[src/rtl/fir_sequencer.sv]
// ---------------------------------------------------------------------------
// fir_sequencer
//
// Control sequencer for one FIR output sample. For each sample it pops the
// input FIFO, shifts the coefficient/sample memory, waits for the MAC to
// finish, then presents the accumulated result downstream.
//
// Ports
//   clk, reset     : single rising-edge clock, synchronous active-high reset
//   enable         : level run request
//   fifo_empty     : input sample FIFO empty flag
//   mac_done       : MAC completion level flag
//   mac_result     : MAC accumulator value (RESULT_W bits)
//   read_enable    : one-cycle FIFO pop strobe
//   shift_enable   : one-cycle memory shift strobe
//   out_data       : captured filter result (RESULT_W bits)
//   out_valid      : out_data is valid
//   out_ready      : downstream accepts out_data
//   sample_count   : completed outputs, wraps modulo 2^16
//   busy           : FSM is in any state other than IDLE
//   timeout_err    : sticky flag, a MAC wait exceeded MAC_TIMEOUT cycles
//   state_dbg      : current FSM state (IDLE=0 READ=1 SHIFT=2 WAIT_MAC=3
//                    OUTPUT=4)
//
// Output handshake: out_valid/out_data are held stable while out_valid=1 and
// out_ready=0, for any number of cycles. A transfer happens on the rising
// edge where out_valid=1 and out_ready=1; out_valid drops on the next cycle
// and sample_count advances by one on that same edge.
// ---------------------------------------------------------------------------
module fir_sequencer #(
  parameter int RESULT_W    = 32,
  parameter int MAC_TIMEOUT = 255
) (
  input  logic                clk,
  input  logic                reset,
  input  logic                enable,
  input  logic                fifo_empty,
  input  logic                mac_done,
  input  logic [RESULT_W-1:0] mac_result,
  output logic                read_enable,
  output logic                shift_enable,
  output logic [RESULT_W-1:0] out_data,
  output logic                out_valid,
  input  logic                out_ready,
  output logic [15:0]         sample_count,
  output logic                busy,
  output logic                timeout_err,
  output logic [2:0]          state_dbg
);

  typedef enum logic [2:0] {
    ST_IDLE     = 3'd0,
    ST_READ     = 3'd1,
    ST_SHIFT    = 3'd2,
    ST_WAIT_MAC = 3'd3,
    ST_OUTPUT   = 3'd4
  } state_e;

  localparam logic [7:0] TIMEOUT_LIM = 8'(MAC_TIMEOUT);

  state_e                state_q, state_d;
  logic [7:0]            wait_cnt_q, wait_cnt_d;
  logic                  done_prev_q, done_prev_d;
  logic [RESULT_W-1:0]   out_data_q, out_data_d;
  logic [15:0]           sample_count_q, sample_count_d;
  logic                  timeout_err_q, timeout_err_d;

  logic                  start_ok;
  logic                  mac_rise;
  logic [7:0]            wait_cnt_inc;

  // A new sample may begin only when running and the FIFO has data.
  assign start_ok     = enable & ~fifo_empty;
  // Completion is the rising edge of mac_done; a level left high from an
  // earlier operation is masked by done_prev_q captured in SHIFT.
  assign mac_rise     = mac_done & ~done_prev_q;
  assign wait_cnt_inc = wait_cnt_q + 8'd1;

  always_comb begin
    state_d        = state_q;
    wait_cnt_d     = wait_cnt_q;
    done_prev_d    = done_prev_q;
    out_data_d     = out_data_q;
    sample_count_d = sample_count_q;
    timeout_err_d  = timeout_err_q;

    case (state_q)
      ST_IDLE: begin
        if (start_ok) state_d = ST_READ;
      end

      ST_READ: begin
        state_d = ST_SHIFT;
      end

      ST_SHIFT: begin
        wait_cnt_d  = 8'd0;
        done_prev_d = mac_done;
        state_d     = ST_WAIT_MAC;
      end

      ST_WAIT_MAC: begin
        wait_cnt_d  = wait_cnt_inc;
        done_prev_d = mac_done;
        // Completion is checked first so it wins over a simultaneous timeout.
        if (mac_rise) begin
          out_data_d = mac_result;
          state_d    = ST_OUTPUT;
        end else if (wait_cnt_inc == TIMEOUT_LIM) begin
          timeout_err_d = 1'b1;
          state_d       = ST_IDLE;
        end
      end

      ST_OUTPUT: begin
        if (out_ready) begin
          sample_count_d = sample_count_q + 16'd1;
          state_d        = start_ok ? ST_READ : ST_IDLE;
        end
      end

      default: begin
        state_d = ST_IDLE;
      end
    endcase
  end

  always_ff @(posedge clk) begin
    if (reset) begin
      state_q        <= ST_IDLE;
      wait_cnt_q     <= 8'd0;
      done_prev_q    <= 1'b0;
      out_data_q     <= '0;
      sample_count_q <= 16'd0;
      timeout_err_q  <= 1'b0;
    end else begin
      state_q        <= state_d;
      wait_cnt_q     <= wait_cnt_d;
      done_prev_q    <= done_prev_d;
      out_data_q     <= out_data_d;
      sample_count_q <= sample_count_d;
      timeout_err_q  <= timeout_err_d;
    end
  end

  // Strobes and status are pure decodes of the registered state, so
  // read_enable and shift_enable can never overlap.
  assign read_enable  = (state_q == ST_READ);
  assign shift_enable = (state_q == ST_SHIFT);
  assign out_valid    = (state_q == ST_OUTPUT);
  assign busy         = (state_q != ST_IDLE);
  assign out_data     = out_data_q;
  assign sample_count = sample_count_q;
  assign timeout_err  = timeout_err_q;
  assign state_dbg    = state_q;

endmodule

[config.mk]
export PLATFORM = sky130hd
export DESIGN_NAME = fir_sequencer
export DESIGN_NICKNAME = d
export VERILOG_FILES = /design/src/rtl/fir_sequencer.sv
export SDC_FILE = /design/constraint.sdc
export NUM_CORES = 1
export LEC_CHECK = 0
export BUFFER_PORTS_ARGS = -buffer_cell sky130_fd_sc_hd__buf_2
export CAP_MARGIN = 20
export CORE_MARGIN = 2
export CORE_UTILIZATION = 48
export DETAILED_ROUTE_END_ITERATION = 10
export GPL_TIMING_DRIVEN = 0
export PLACE_DENSITY = 0.88
export SLEW_MARGIN = 20
export SYNTH_ARGS = -nofsm -noshare
export SYNTH_HDL_FRONTEND = slang
export SYNTH_SLANG_ARGS = --single-unit
[constraint.sdc]
create_clock -name clk -period 1.7 [get_ports clk]
set_input_delay 0.17 -clock clk [delete_from_list [all_inputs] [get_ports clk]]
set_output_delay 0.17 -clock clk [all_outputs]
set_load 0.005 [all_outputs]
==> flow_metrics.env <==
export IMPL_status="completed"
export IMPL_grt_busiest_layer="met2"
export IMPL_layout_drive_gt1_share_pct=33.1
export IMPL_hold_path_class="input pin to register"
export IMPL_grtUsageMet3_pct=7.70
export IMPL_yosys_area_top_type="dfxtp_1"
export IMPL_crit_path_start="state_dbg[0]$_SDFFE_PP0P_"
export IMPL_dp_hpwl_um=4360
export IMPL_grtUsageMet1_pct=26.9
export IMPL_die_h_um=76.2
export IMPL_drc=0
export IMPL_critPathTopFamily="simple AND/OR/NAND/NOR gates"
export IMPL_period_minus_slack_ns=1.63
export IMPL_die_w_um=76.2
export IMPL_synth_area_mm2=0.00250
export IMPL_timing_final_crit_share_pct=96.1
export IMPL_crit_path_max_incr_delay_ns=0.43
export IMPL_wl_per_cell_um=13.0
export IMPL_yosysWarnings=0
export IMPL_final_util_pct=66.2
export IMPL_timing_final_ws_setup_ns=0.0670
export IMPL_synthArstFlopShare_pct=0
export IMPL_vias=2425
export IMPL_drt_total_wl_um=6270
export IMPL_max_cap_violations=0
export IMPL_fmax_ghz=0.612
export IMPL_cts_buffers=9
export IMPL_synth_nets=344
export IMPL_crit_required_ns=1.53
export IMPL_portBuffers=92
export IMPL_crit_arrival_ns=1.46
export IMPL_tns_ns=0
export IMPL_path_class="register to output pin"
export IMPL_path_clk_slew_ns=0.08
export IMPL_postCtsHoldBufs=0
export IMPL_final_cells=484
export IMPL_reg2reg_slack_ns=0.08
export IMPL_synth_edf_count=0
export IMPL_fin_nets=450
export IMPL_crit_fanout=10
export IMPL_dpl_instance_area_mm2=0.00305
export IMPL_grt_pass1_vias=2185
export IMPL_synthFlopType="dfxtp_1"
export IMPL_cts_sinks=61
export IMPL_place_ws_ns=0.0391
export IMPL_cts_tree="yes"
export IMPL_ir_worst_vdd_v=0.000555
export IMPL_clock_latency_ns=0.35
export IMPL_cp_start_kind="register"
export IMPL_final_area_mm2=0.00336
export IMPL_finClkSkew_ns=0.00786
export IMPL_rr_endpoint="sample_count[11]$_SDFFE_PP0P_"
export IMPL_clk_path_buf_depth=2
export IMPL_crit_path_end="busy"
export IMPL_endpoint_kind="output pin"
export IMPL_ys_ff_latch=61
export IMPL_overflow=0
export IMPL_worstSetupPathDepth=3
export IMPL_drtIter0Drc=140
export IMPL_p_leak_nw=1.49
export IMPL_post_synth_top_area_fraction_pct=48.8
export IMPL_crit_buf_inv=2
export IMPL_cts_root_buffer="clkbuf_8"
export IMPL_gp_congestion=0.860
export IMPL_grt_max_degree=13
export IMPL_slew_headroom_pct=69.7
export IMPL_globalRouteTotalUtil_pct=22.1
export IMPL_reg2regPathDepth=8
export IMPL_hold_viol=0
export IMPL_nFillCells=416
export IMPL_io_pins=94
export IMPL_vias_per_cell=5.01
export IMPL_rows=26
export IMPL_ant_nets=0
export IMPL_antenna_found_initial=0
export IMPL_hold_ws_ns=0.0474
export IMPL_die_area_mm2=0.00581
export IMPL_use_met2_pct=35.6
export IMPL_synth_cell_type_count=37
export IMPL_slowest_stage="or3_2"
export IMPL_drt_pass1_iterations=4
export IMPL_pwr_density_cell_mw_per_mm2=975
export IMPL_r2r_start="state_dbg[1]$_SDFFE_PP0P_"
export IMPL_synth_area_top_cells="dfxtp_1, nand2_1, a21oi_1"
export IMPL_drv_slew=0
export IMPL_grt_pass1_wl_um=10100
export IMPL_fp_coreArea_mm2=0.00507
export IMPL_fin_total_pwr_mw=3.28
export IMPL_syn_inst=303
export IMPL_max_slew_worst_pin_slew_ns=0.455
export IMPL_syn_area_per_cell_um2=8.27
export IMPL_numPlacedInstances=465
export IMPL_rsz0062_at_grt="yes"
export IMPL_antennaDiodeCount=0
export IMPL_setup_viol=0
export IMPL_syn_to_final_growth_pct=34.2
export IMPL_cp_cell_sequence="clkbuf_4 -> or3_2 -> buf_2"
export IMPL_initial_core_util_pct=49.4
export IMPL_yosysSeqAreaShare_pct=48.8
export IMPL_htree_levels=3
-- where the power goes --
group | internal [mW] | switching [mW] | total, mW
logic | 0.103 | 0.127 | 0.230
registers | 1.45 | 0.0122 | 1.46
clock network | 0.980 | 0.609 | 1.59
-- per-layer routing --
layer / wire, um / vias up
li1: - / 1228
met1: 2730 / 1114
met2: 3060 / 73
met3: 357 / 10
met4: 125 / 0
met5: 0 / -
-- repair_timing --
item                                   4_1_cts  5_1_grt
endpoints found under the hold margin        0        0
setup endpoints to repair                    0       36
buffers inserted                             0        4
gates resized for setup                      0       12
-- area by class of cell --
class	instances	area [um^2]	area share, %
tap	70	87.6	2.61
inverter	4	15.0	0.447
buffer	18	125	3.72
sequential	61	1220	36.4
clock buffer	9	124	3.69
timing repair buffer	96	490	14.6
clock inverter	7	124	3.69
multi-input combinational	219	1170	34.8
-- layout by cell type (no fill, tap or decap), drive strengths merged, types with 2 or more instances in the layout --
cell type	n
a21oi	41
and3	6
and4	3
buf	103
bufinv	3
clkbuf	19
clkinv	3
dfxtp	61
ha	3
inv	4
nand2	76
nand3	10
nand4	5
nor2	26
nor2b	2
nor3	6
o21ai	5
o31ai	3
or3	2
xnor2	5
xor2	14
-- cells by family after synthesis --
family / count (synthesis) / share of synthesized area (%)
and+or+nand+nor: 142 / 25.7
DFF: 61 / 48.8
AOI/OAI and AO/OA: 54 / 11.7
buffers and inverters: 23 / 5.34
xor gates and xnor gates: 19 / 6.64
adders and majority gates: 3 / 1.50
muxes: 1 / 0.400
-- Yosys cell counts, types with 4 or more instances --
master,number
a21oi_1,41
and3_1,4
buf_2,8
clkbuf_1,6
dfxtp_1,61
inv_1,4
nand2_1,76
nand3_1,10
nand4_1,4
nor2_1,26
nor3_1,6
o21ai_0,5
xnor2_1,5
xor2_1,14
-- worst min-delay path by stage --
stage	depth (start not counted)	to	start
floorplan	2	done_prev_q$_SDFFE_PP0P_	mac_done
global placement	3	out_data[18]$_SDFFE_PP0P_	mac_result[18]
detailed placement	3	out_data[27]$_SDFFE_PP0P_	mac_result[27]
CTS	3	out_data[13]$_SDFFE_PP0P_	mac_result[13]
global route	3	out_data[18]$_SDFFE_PP0P_	mac_result[18]
finish	3	out_data[31]$_SDFFE_PP0P_	mac_result[31]
-- registers in the layout, indices dropped and copies added (netlist names) --
name,cells
out_data,32
timeout_err,1
done_prev_q,1
sample_count,16
wait_cnt_q,8
state_dbg,3
-- worst register-to-register path, stage by stage, from the launching register on --
cell and delay [ns]:
dfxtp_2 0.32, buf_6 0.13, and4bb_1 0.26, buf_6 0.12, and4_1 0.22, buf_6 0.13
nand4_2 0.11, xor2_1 0.16, nor2_1 0.05
Power figures use the tool's default switching activity.
